==> src/rtl/alu_pkg.sv <==
// Shared opcode encoding and decode helpers for the ALU issue/writeback stage.
package alu_pkg;

    localparam int W   = 8;
    localparam int OPW = 4;
    localparam int SCW = 3;
    localparam int FNW = 5;

    localparam logic [OPW-1:0] OP_ADD  = 4'd0;
    localparam logic [OPW-1:0] OP_ADDC = 4'd1;
    localparam logic [OPW-1:0] OP_SUB  = 4'd2;
    localparam logic [OPW-1:0] OP_SUBC = 4'd3;
    localparam logic [OPW-1:0] OP_AND  = 4'd4;
    localparam logic [OPW-1:0] OP_OR   = 4'd5;
    localparam logic [OPW-1:0] OP_XOR  = 4'd6;
    localparam logic [OPW-1:0] OP_MASK = 4'd7;
    localparam logic [OPW-1:0] OP_SHL  = 4'd8;
    localparam logic [OPW-1:0] OP_SHR  = 4'd9;
    localparam logic [OPW-1:0] OP_ROL  = 4'd10;
    localparam logic [OPW-1:0] OP_ROR  = 4'd11;

    function automatic logic uses_cin(input logic [OPW-1:0] op);
        return (op == OP_ADDC) || (op == OP_SUBC);
    endfunction

    // Arithmetic and shift/rotate ops produce a carry; logical ops and illegal codes do not.
    function automatic logic sets_carry(input logic [OPW-1:0] op);
        return (op <= OP_SUBC) || ((op >= OP_SHL) && (op <= OP_ROR));
    endfunction

    function automatic logic is_illegal(input logic [OPW-1:0] op);
        return op > OP_ROR;
    endfunction

endpackage

==> src/rtl/alu_flag_reg.sv <==
// Architectural carry/zero flags with retire-time commit and carry-in selection.
// ALU_ISSUE_FLAG_FWD_EN selects forwarding of the WB carry instead of stalling on it.
module alu_flag_reg (
    input  logic clk,
    input  logic rst_n,
    input  logic ex_valid,
    input  logic ex_uses_cin,
    input  logic wb_pending,
    input  logic wb_ready,
    input  logic wb_illegal,
    input  logic wb_sets_carry,
    input  logic wb_cout,
    input  logic wb_zero,
    output logic carry_flag,
    output logic zero_flag,
    output logic alu_cin,
    output logic hazard
);

    logic carry_q, carry_d;
    logic zero_q, zero_d;
    logic commit_s;
    logic cin_src_s;

    // Retire-time flag update; logical ops leave the carry untouched.
    always_comb begin
        carry_d  = carry_q;
        zero_d   = zero_q;
        commit_s = wb_pending && wb_ready && !wb_illegal;
        if (commit_s) begin
            zero_d = wb_zero;
            if (wb_sets_carry) begin
                carry_d = wb_cout;
            end else begin
                carry_d = carry_q;
            end
        end else begin
            zero_d  = zero_q;
            carry_d = carry_q;
        end
    end

    // Carry-in source for EX and the stall request when the WB carry is not yet committed.
    always_comb begin
`ifdef ALU_ISSUE_FLAG_FWD_EN
        hazard = 1'b0;
        if (wb_pending && !wb_illegal && wb_sets_carry) begin
            cin_src_s = wb_cout;
        end else begin
            cin_src_s = carry_q;
        end
`else
        hazard    = ex_valid && ex_uses_cin && wb_pending;
        cin_src_s = carry_q;
`endif
        if (ex_valid && ex_uses_cin) begin
            alu_cin = cin_src_s;
        end else begin
            alu_cin = 1'b0;
        end
    end

    // Flag state register.
    always_ff @(posedge clk or negedge rst_n) begin
        if (!rst_n) begin
            carry_q <= 1'b0;
            zero_q  <= 1'b0;
        end else begin
            carry_q <= carry_d;
            zero_q  <= zero_d;
        end
    end

    assign carry_flag = carry_q;
    assign zero_flag  = zero_q;

endmodule

==> src/rtl/alu_issue_stage.sv <==
// Two-stage EX/WB wrapper around an external combinational 8-bit ALU with valid/ready handshakes.
// Optional macro ALU_ISSUE_FLAG_FWD_EN: forward WB carry to EX instead of stalling.
module alu_issue_stage
    import alu_pkg::*;
#(
    parameter int W   = 8,
    parameter int OPW = 4
) (
    input  logic           clk,
    input  logic           rst_n,
    input  logic           in_valid,
    output logic           in_ready,
    input  logic [OPW-1:0] in_op,
    input  logic [2:0]     in_sc,
    input  logic [W-1:0]   in_a,
    input  logic [W-1:0]   in_b,
    input  logic           in_wflag,
    output logic [W-1:0]   alu_a,
    output logic [W-1:0]   alu_b,
    output logic [4:0]     alu_fn,
    output logic [2:0]     alu_sc,
    output logic           alu_cin,
    input  logic [W-1:0]   alu_y,
    input  logic           alu_cout,
    output logic           out_valid,
    input  logic           out_ready,
    output logic [W-1:0]   out_y,
    output logic           out_cout,
    output logic           out_zero,
    output logic           out_illegal,
    output logic           carry_flag,
    output logic           zero_flag
);

    logic           ex_valid_q, ex_valid_d;
    logic [OPW-1:0] ex_op_q, ex_op_d;
    logic [2:0]     ex_sc_q, ex_sc_d;
    logic [W-1:0]   ex_a_q, ex_a_d;
    logic [W-1:0]   ex_b_q, ex_b_d;
    logic           ex_wflag_q, ex_wflag_d;

    logic           out_valid_q, out_valid_d;
    logic [W-1:0]   out_y_q, out_y_d;
    logic           out_cout_q, out_cout_d;
    logic           out_zero_q, out_zero_d;
    logic           out_illegal_q, out_illegal_d;
    logic           wb_wflag_q, wb_wflag_d;
    logic [OPW-1:0] wb_op_q, wb_op_d;

    logic wb_free_s, ex_adv_s, accept_s, hazard_s, ex_illegal_s;

    // Handshake: EX advances into a free WB unless waiting on an uncommitted carry.
    always_comb begin
        ex_illegal_s = is_illegal(ex_op_q);
        wb_free_s    = !out_valid_q || out_ready;
        ex_adv_s     = ex_valid_q && wb_free_s && !hazard_s;
        in_ready     = rst_n && (!ex_valid_q || ex_adv_s);
        accept_s     = in_valid && in_ready;
    end

    // EX stage next state.
    always_comb begin
        ex_valid_d = ex_valid_q;
        ex_op_d    = ex_op_q;
        ex_sc_d    = ex_sc_q;
        ex_a_d     = ex_a_q;
        ex_b_d     = ex_b_q;
        ex_wflag_d = ex_wflag_q;
        if (accept_s) begin
            ex_valid_d = 1'b1;
            ex_op_d    = in_op;
            ex_sc_d    = in_sc;
            ex_a_d     = in_a;
            ex_b_d     = in_b;
            ex_wflag_d = in_wflag;
        end else if (ex_adv_s) begin
            ex_valid_d = 1'b0;
        end else begin
            ex_valid_d = ex_valid_q;
        end
    end

    // WB stage next state; illegal ops retire as an all-zero result with the illegal marker.
    always_comb begin
        out_valid_d   = out_valid_q;
        out_y_d       = out_y_q;
        out_cout_d    = out_cout_q;
        out_zero_d    = out_zero_q;
        out_illegal_d = out_illegal_q;
        wb_wflag_d    = wb_wflag_q;
        wb_op_d       = wb_op_q;
        if (ex_adv_s) begin
            out_valid_d = 1'b1;
            wb_wflag_d  = ex_wflag_q;
            wb_op_d     = ex_op_q;
            if (ex_illegal_s) begin
                out_y_d       = {W{1'b0}};
                out_cout_d    = 1'b0;
                out_zero_d    = 1'b0;
                out_illegal_d = 1'b1;
            end else begin
                out_y_d       = alu_y;
                out_cout_d    = sets_carry(ex_op_q) ? alu_cout : 1'b0;
                out_zero_d    = (alu_y == {W{1'b0}});
                out_illegal_d = 1'b0;
            end
        end else if (out_ready) begin
            out_valid_d = 1'b0;
        end else begin
            out_valid_d = out_valid_q;
        end
    end

    // Pipeline registers.
    always_ff @(posedge clk or negedge rst_n) begin
        if (!rst_n) begin
            ex_valid_q    <= 1'b0;
            ex_op_q       <= {OPW{1'b0}};
            ex_sc_q       <= 3'd0;
            ex_a_q        <= {W{1'b0}};
            ex_b_q        <= {W{1'b0}};
            ex_wflag_q    <= 1'b0;
            out_valid_q   <= 1'b0;
            out_y_q       <= {W{1'b0}};
            out_cout_q    <= 1'b0;
            out_zero_q    <= 1'b0;
            out_illegal_q <= 1'b0;
            wb_wflag_q    <= 1'b0;
            wb_op_q       <= {OPW{1'b0}};
        end else begin
            ex_valid_q    <= ex_valid_d;
            ex_op_q       <= ex_op_d;
            ex_sc_q       <= ex_sc_d;
            ex_a_q        <= ex_a_d;
            ex_b_q        <= ex_b_d;
            ex_wflag_q    <= ex_wflag_d;
            out_valid_q   <= out_valid_d;
            out_y_q       <= out_y_d;
            out_cout_q    <= out_cout_d;
            out_zero_q    <= out_zero_d;
            out_illegal_q <= out_illegal_d;
            wb_wflag_q    <= wb_wflag_d;
            wb_op_q       <= wb_op_d;
        end
    end

    alu_flag_reg u_flags (
        .clk           (clk),
        .rst_n         (rst_n),
        .ex_valid      (ex_valid_q),
        .ex_uses_cin   (uses_cin(ex_op_q)),
        .wb_pending    (out_valid_q && wb_wflag_q),
        .wb_ready      (out_ready),
        .wb_illegal    (out_illegal_q),
        .wb_sets_carry (sets_carry(wb_op_q)),
        .wb_cout       (out_cout_q),
        .wb_zero       (out_zero_q),
        .carry_flag    (carry_flag),
        .zero_flag     (zero_flag),
        .alu_cin       (alu_cin),
        .hazard        (hazard_s)
    );

    assign alu_a       = ex_a_q;
    assign alu_b       = ex_b_q;
    assign alu_sc      = ex_sc_q;
    assign alu_fn      = ex_illegal_s ? 5'd0 : {1'b0, ex_op_q};
    assign out_valid   = out_valid_q;
    assign out_y       = out_y_q;
    assign out_cout    = out_cout_q;
    assign out_zero    = out_zero_q;
    assign out_illegal = out_illegal_q;

endmodule

==> config.mk <==
export PLATFORM = sky130hd
export DESIGN_NAME = alu_issue_stage
export DESIGN_NICKNAME = d
export VERILOG_FILES = /design/src/rtl/alu_pkg.sv /design/src/rtl/alu_flag_reg.sv /design/src/rtl/alu_issue_stage.sv
export SDC_FILE = /design/constraint.sdc
export NUM_CORES = 1
export LEC_CHECK = 0
export CORE_AREA = 2 2 88 56
export CTS_CLUSTER_SIZE = 20
export DETAILED_ROUTE_END_ITERATION = 10
export DIE_AREA = 0 0 90 58
export PLACE_DENSITY = 0.79
export REMOVE_ABC_BUFFERS = 1
export SETUP_SLACK_MARGIN = 0.15
export SLEW_MARGIN = 30
export SYNTH_ARGS = -nofsm -noshare
export SYNTH_HDL_FRONTEND = slang
export SYNTH_SLANG_ARGS = --single-unit
export TNS_END_PERCENT = 10
==> constraint.sdc <==
create_clock -name clk -period 2.1 [get_ports clk]
set_input_delay 0.21 -clock clk [delete_from_list [all_inputs] [get_ports clk]]
set_output_delay 0.21 -clock clk [all_outputs]
set_load 0.05 [all_outputs]
==> run metrics <==
worst vdd ir about 0.57 mV; slew margin rel. 0.649; vias per cell 4.64; area grow syn2layout 51.4%; most common cell in the netlist dfrtp_1; Synth Instances 129; largest area contributor in the netlist dfrtp_1; hold crit path type primary input to asynchronous set/reset pin; CTS resizes 1; hold_ws 0.00915 ns; routed length per instance about 14 µm; GPL Wtd Cong 0.707; Final Hold Vio Count 0; I/O pins 77; final-report setup violation count 0; post-layout min period approximately 1.8 ns; Num CTS Buffers 5; H-tree depth 2; # DRC 0; CTS root buffer clkbuf_8; final wirelength 3.77 mm; hold_buf cts 0; Largest stage delay, worst path 0.45 ns; Synth Register Bits 41; Req. time, crit path approximately 1.9 ns; Buf+Inv Stages, Crit Path 1; slowest CP cell dfrtp_1; crit path launch type register; DP Area 2560 µm²; Setup TNS 0 ns; layout cells sized above 1 0.223; chip height just under 60 µm; full die area around 5200 µm²; power per cell area ~1100 nW/µm²; fin nets roughly 250; outcome completed; Critical Path, Cell by Cell and4bb_2, a21oi_1, o21a_1, buf_4; syn avg cell area 13.5 µm²; final clock period utilization by the worst path 0.864; Worst path top cell family by delay flip-flops; Final Max Slew Viols 0; post-place setup slack 0.246 ns; Synth cell types 27; Initial Util 0.395; asr flop ratio synth 1.00; vias in the first global route 1273; Final Non-Filler Cells 274; row cnt 19; clk buf depth 2; post-synth top area share 0.587; Synth area leaders dfrtp_1 59%, mux2_2 17%, mux2i_1 5.2%, inv_1 2.1%, nand2_1 2.1%; largest net degree at the start of global routing 43; CTS tree done; initial antenna violation count 0; Die Wd 90 µm; Crit. End Element output pin; Cells after DPL between 200 and 300; GRT Residual Overflow 0; GRT Overall Usage 0.149; CTS clk-pin slew, worst paths roughly 0.07 ns; Layout Cell Area excl Fill 2650 µm²; Least-Margin Pin Slew 0.525 ns; worst reg-to-reg setup slack 0.31 ns; Max Fclk 551 MHz; Clk Latency, worst-skew pair between 0.2 and 0.3 ns; Most used DFF post-synth dfrtp_1; Setup CP Type register to output pin; Ys Warns 0; DR pass1 iterations 4; Iter 0 DRT Violations 27; PortBufs 75; Final ANT Viol Nets 0; final HPWL from detailed placement 2.91 mm; clock skew 0.00328 ns; Seq/Total Area, Yosys 0.587; worst setup margin 0.287 ns; Antenna Cells 0; crit path max fanout 8; max cap viols 0; Post-CTS Setup Inserts 0; Cell Area, Synth 1750 µm²; Leak 0.00117 µW; RSZ-0062 raised after global routing false; first-pass GRT wire length 6.08 mm; Worst Path Arrival 1.60 ns; number of flops mapped to enable cells by yosys 0; DR vias 1271; synth cell count leaders 41 x dfrtp_1, 27 x mux2_2, 10 x inv_1, 10 x nand2_1, 9 x mux2i_1; Core Area around 4400 µm²; Sink Count 41
## flip-flops by register name, summed over array words and instances (netlist names), 3 cells and up
signal	count
alu_a	8
alu_b	8
alu_sc	3
ex_op_q	4
out_y	8
## final timing paths
kind,start,endpoint,cells after the start
max reg2reg,ex_op_q[2],alu_b[1],4
max in group asynchronous,rst_n,out_y[1],2
min,rst_n,out_y[5],2
max,ex_op_q[2],in_ready,4
min reg2reg,alu_b[5],alu_b[5],1
min in group clk,rst_n,ex_valid_q,3
## cell usage in the layout, fill, tap and decap left out, types with 2 or more instances in the layout
cell type	n
a21oi_1	2
nor2b_1	2
inv_1	10
a22o_1	2
clkdlybuf4s50_1	68
and2b_1	2
mux2_2	27
nor4_1	2
mux2i_1	9
clkbuf_8	6
nand2_1	10
and2_1	4
dfrtp_1	41
buf_4	9
## layer usage
| layer | part of all wire | vias up | track usage | wire length (µm) |
|---|---|---|---|---|
| li1 | - | 602 | - | - |
| met1 | 0.48 | 608 | 0.203 | 1820 |
| met2 | 0.41 | 55 | 0.211 | 1530 |
| met3 | 0.098 | 6 | 0.0702 | 370 |
| met4 | 0.013 | 0 | 0.0505 | 49 |
| met5 | 0 | - | 0 | 0 |
## power breakdown
part / internal [µW] / total [µW] / switching (µW)
clock: 261 / 504 / 243
combinational: 481 / 1280 / 797
sequential: 965 / 1070 / 103
## cells by family (layout without fill, tap and decap cells)
logic type             Yosys count  after routing  synth area share
flip-flops                      41             41             0.587
multiplexers                    37             37             0.232
AND/OR/NAND/NOR                 26             26            0.0845
buffers and inverters           15             97            0.0451
AO/OA/AOI/OAI                    9              9            0.0494
other                            1              1           0.00215
## stage by stage
stage / total power (µW) / util
finish: 2850 / 0.598
global route: 2980 / 0.598
detailed placement: 2370 / 0.579
CTS: 2890 / 0.598
global placement: 2360 / 0.579
floorplan: 1890 / -
## layout make-up
class	count	area [µm²]
timing repair buffer	80	774
fill	380	1780
tap	63	78.8
inverter	10	37.5
clock buffer	7	86.3
multi-input combinational	73	643
sequential	41	1030
Note: power is estimated with default switching activity, not from simulation.
==> patch 1 (config.mk and constraints unchanged) <==
`W` is set to 8 in 2 places; all go to 7.
--- a/src/rtl/alu_pkg.sv
+++ b/src/rtl/alu_pkg.sv
@@ -1,7 +1,7 @@
 // Shared opcode encoding and decode helpers for the ALU issue/writeback stage.
 package alu_pkg;
 
-    localparam int W   = 8;
+    localparam int W   = 7;
     localparam int OPW = 4;
     localparam int SCW = 3;
     localparam int FNW = 5;
--- a/src/rtl/alu_issue_stage.sv
+++ b/src/rtl/alu_issue_stage.sv
@@ -3,7 +3,7 @@
 module alu_issue_stage
     import alu_pkg::*;
 #(
-    parameter int W   = 8,
+    parameter int W   = 7,
     parameter int OPW = 4
 ) (
     input  logic           clk,
Ports: changed (6 resized); port bits go from 77 to 71. The function was not compared with the original's and may differ.
==> patch 1 against the unedited design <==
The run now ends with hold timing left. Global-route usage decreased by 0.13 points. Area after synthesis down 6.7%. Design area fell by 5.4%. Via count down 10%. Power shrank 2.7%. Count of clock-buffer cells in the layout unchanged. Sequential cell count decreased by 3. Routed wire length decreased by 3.8%. Synthesized cell count shrank 6.2%. Worst setup slack lost 25 ps. Largest power group unchanged. Highest routed layer unchanged.
==> patch 1: results <==
outcome:
  status: "complete, but fails checks"
  violations: "hold timing"
finish:
  seqCellArea_um2: 951
  drive_gt1_frac: 0.227
  multi_input_gates: 69
  nFillCells: 392
  nonClkBufAreaFrac: 0.290
  multiInputGateArea_um2: 606
  nNonClkInverters: 9
  final-clk-cell-share: 0.0425
  final_nets: 231
setup_path:
  crit_slowest_cell: "nor2b_1"
  worstSetupStartpoint: "out_valid"
  r2r_end: "alu_a[4]"
  critical_path.max_fanout: 5
  cp.arrival_ps: 1630
detailed_routing:
  first_iter_violations: 64
  wl_met3_um: 180
  totalWireLength_um: 3630
  wire_per_inst_um: 13.9
  wl_met1_um: 1860
  vias: 1141
  route.met2.wl_um: 1560
logic_synthesis:
  yosysSeqAreaShare: 0.583
  synth.area.top_cells: "dfrtp_1 (58%), mux2_2 (17%), mux2i_1 (4.9%), inv_1 (2.1%), nand2_1 (2.1%)"
  yosysUniqueCellTypes: 28
  yosys-top-cells-count: "dfrtp_1 (38), mux2_2 (25), inv_1 (9), nand2_1 (9), mux2i_1 (8)"
  avgSynthCellArea_um2: 13.5
global_route:
  grt_use_met2: 0.200
  grt_start_max_net_pins: 40
  gr-usage-met3: 0.0663
  use_met1: 0.214
  antenna_found_initial: 0
  grt_pass1_wl_um: 5790
  grt_usage: 0.148
sta:
  finalClockSkew_ps: 9.21
  slew_headroom: 0.646
  hold_violations: 18
  fin_hold_ws_ps: -15.8
placed_design:
  post-dp-hpwl_um: 2780
  io_buffers: 69
  gp_congestion: 0.720
power:
  powerDensity_mw_per_mm2: 1110
  p_leak_nw: 1.10
  p_seq_mw: 0.990
  intPower_mw: 1.70
cts:
  cts_sinks: 38
-- patch 1: how the worst max path moves through the flow --
stage	cells past startpoint	endpoint	slack, ps
floorplan	3	alu_a[0]	-50
global placement	5	alu_a[3]	330
detailed placement	5	ex_wflag_q	290
CTS	2	alu_fn[2]	200
global route	4	in_ready	180
finish	4	in_ready	260
-- patch 1: per-stage QoR --
stage           util  setup WS (ps)
6_report       0.566            261
5_1_grt        0.566            182
4_1_cts        0.565            197
3_5_place_dp   0.542            286
3_3_place_gp   0.542            334
2_1_floorplan      -          -46.7
-- patch 1: cells by family (layout without fill, tap and decap cells) --
family,after synthesis,count (layout),synth area share
other,1,1,0.00230
and+or+nand+nor,25,25,0.0874
muxes,34,34,0.229
buffers and inverters,14,91,0.0460
DFF,38,38,0.583
AOI/OAI and AO/OA,9,9,0.0529
-- patch 1: critical path: cells and delay by family, from the launching register on --
kind,cells,cell delay (ps)
AOI/OAI and AO/OA,2,310
buffers and inverters,1,190
DFF,1,390
and+or+nand+nor,1,450
==> patch 2 (config.mk and constraints unchanged) <==
Made on the original files. Reset style: synchronous (`rst_n`), changed in 2 clocked blocks.
--- a/src/rtl/alu_flag_reg.sv
+++ b/src/rtl/alu_flag_reg.sv
@@ -61,7 +61,7 @@
     end
 
     // Flag state register.
-    always_ff @(posedge clk or negedge rst_n) begin
+    always_ff @(posedge clk) begin
         if (!rst_n) begin
             carry_q <= 1'b0;
             zero_q  <= 1'b0;
--- a/src/rtl/alu_issue_stage.sv
+++ b/src/rtl/alu_issue_stage.sv
@@ -112,7 +112,7 @@
     end
 
     // Pipeline registers.
-    always_ff @(posedge clk or negedge rst_n) begin
+    always_ff @(posedge clk) begin
         if (!rst_n) begin
             ex_valid_q    <= 1'b0;
             ex_op_q       <= {OPW{1'b0}};
Function: differs if rst_n is asserted again (counterexample within 4 cycles, from zero or initial values and one cycle with rst_n low); with rst_n held inactive, the same outputs for 10 cycles.
==> patch 2 against the unedited design <==
Area after synthesis shrank 4.8%. Design area down 4.4%. Core utilization fell by 2.7 points. Critical path type unchanged. Via count increased by 7.3%. Sequential cell count did not move. Global-route usage fell by 0.18 points. Routed wire length is 5.0% higher. Register-to-register slack gained 100 ps. Worst setup slack lost 170 ps.
Power is not compared: it rests on default switching activity, and its combinational part moved more than twofold at a synthesized area within 25%.
==> patch 2: results <==
min_path:
  min_to: "out_y[4]"
  min_path_cells: 2
  worstHoldStart: "out_y[4]"
  hp-class: "reg2reg"
finish:
  final_nets: 262
  drive_gt1_frac: 0.151
  n_antenna_cell: 0
sta:
  tightest_slew_ps: 590
  finalClockSkew_ps: 2.12
global_route:
  first_global_vias: 1319
  antenna_found_initial: 0
  grt_start_max_net_pins: 25
  grt_usage: 0.147
  grt_pass1_wl_um: 6200
logic_synthesis:
  yosysUniqueCellTypes: 33
  ys_warn_count: 0
  yosys-top-cells-count: "dfxtp_1 (41), nand2_1 (25), a22o_2 (17)"
  yosysSeqAreaShare: 0.493
  yosys_most_used_dff: "dfxtp_1"
  synth.area.top_cells: "dfxtp_1 (49%), a22o_2 (10%), mux2i_1 (7.2%), nand2_1 (5.6%), a22o_1 (3.7%)"
  synthArstFlopShare: 0
setup_path:
  timing.rr.start: "ex_op_q[2]"
  rr_worst_depth: 3
  critical_path.max_fanout: 11
  rrSetupSlack_ps: 410
  r2r_end: "out_cout"
  cp.arrival_ps: 1770
placed_design:
  placed_cell_area_mm2: 0.00244
  io_buffers: 75
  post-dp-hpwl_um: 2870
  gp_congestion: 0.800
detailed_routing:
  wire_per_inst_um: 13.8
  drt-pass1-iter-count: 4
  first_iter_violations: 50
  vias: 1364
cts:
  postCtsResizedCells: 1
  clockBufferDepth: 2
  post_cts_buffers: 0
  clock-root-buffer: "clkbuf_8"
  cts-buffers-inserted: 5
  clk_transition_reported_paths_ps: 70
  clock_latency_ps: 280
  cts.htree.levels: 2
power:
  peakVddDrop_v: 0.000384
  p_leak_nw: 1.02
outcome:
  status: "finished clean"
==> patch 2: layout make-up <==
class / count / area [um2]
inverters: 2 / 7.51
repair buffers: 79 / 802
well taps: 63 / 78.8
clock buffers: 7 / 86.3
flip-flops and latches: 41 / 821
fillers: 398 / 1890
multi-input cells: 96 / 733
==> patch 2: logic make-up after synthesis <==
kind of cell / after synthesis / synth area share
AOI/OAI and AO/OA: 39 / 0.223
buffers and inverters: 13 / 0.0662
DFF: 41 / 0.493
muxes: 12 / 0.0722
other: 1 / 0.00225
and+or+nand+nor: 44 / 0.143
==> patch 2: through the flow <==
| stage | hold slack [ps] | total power, mW | setup slack [ps] | std cells |
|---|---|---|---|---|
| finish | 464 | 1.75 | 117 | 288 |
| global route | 484 | 1.82 | 50.1 | 288 |
| CTS | 463 | 1.77 | 113 | 288 |
| detailed placement | 453 | 1.27 | 125 | 281 |
| global placement | 447 | 1.26 | 222 | 281 |
| floorplan | 336 | 1.09 | 280 | 139 |
==> patch 2: power by group <==
part	total, mW	switching, mW	internal, mW	leakage (nW)
logic	0.397	0.223	0.175	0.635
registers	0.851	0.0315	0.819	0.337
clock network	0.506	0.245	0.261	0.0443
==> patch 2: worst max path at each step <==
stage / end / startpoint
4_1_cts: alu_fn[0] / ex_op_q[2]
6_report: alu_fn[0] / ex_op_q[2]
3_3_place_gp: ex_op_q[2] / rst_n
3_5_place_dp: alu_b[3] / rst_n
5_1_grt: alu_fn[0] / ex_op_q[2]
2_1_floorplan: alu_a[3] / out_valid
==> patch 2: critical path, cell delays in order, from the launching register on <==
cell	delay, ps
dfxtp_1	430
a21boi_0	230
clkdlybuf4s50_1	830
==> patch 2: layer usage <==
metal | up-vias | global-route usage | part of all wire
met5 | - | 0 | 0
met4 | 0 | 0.0396 | 0
met3 | 0 | 0.0520 | 0.067
met2 | 49 | 0.214 | 0.41
met1 | 624 | 0.209 | 0.52
li1 | 691 | - | -
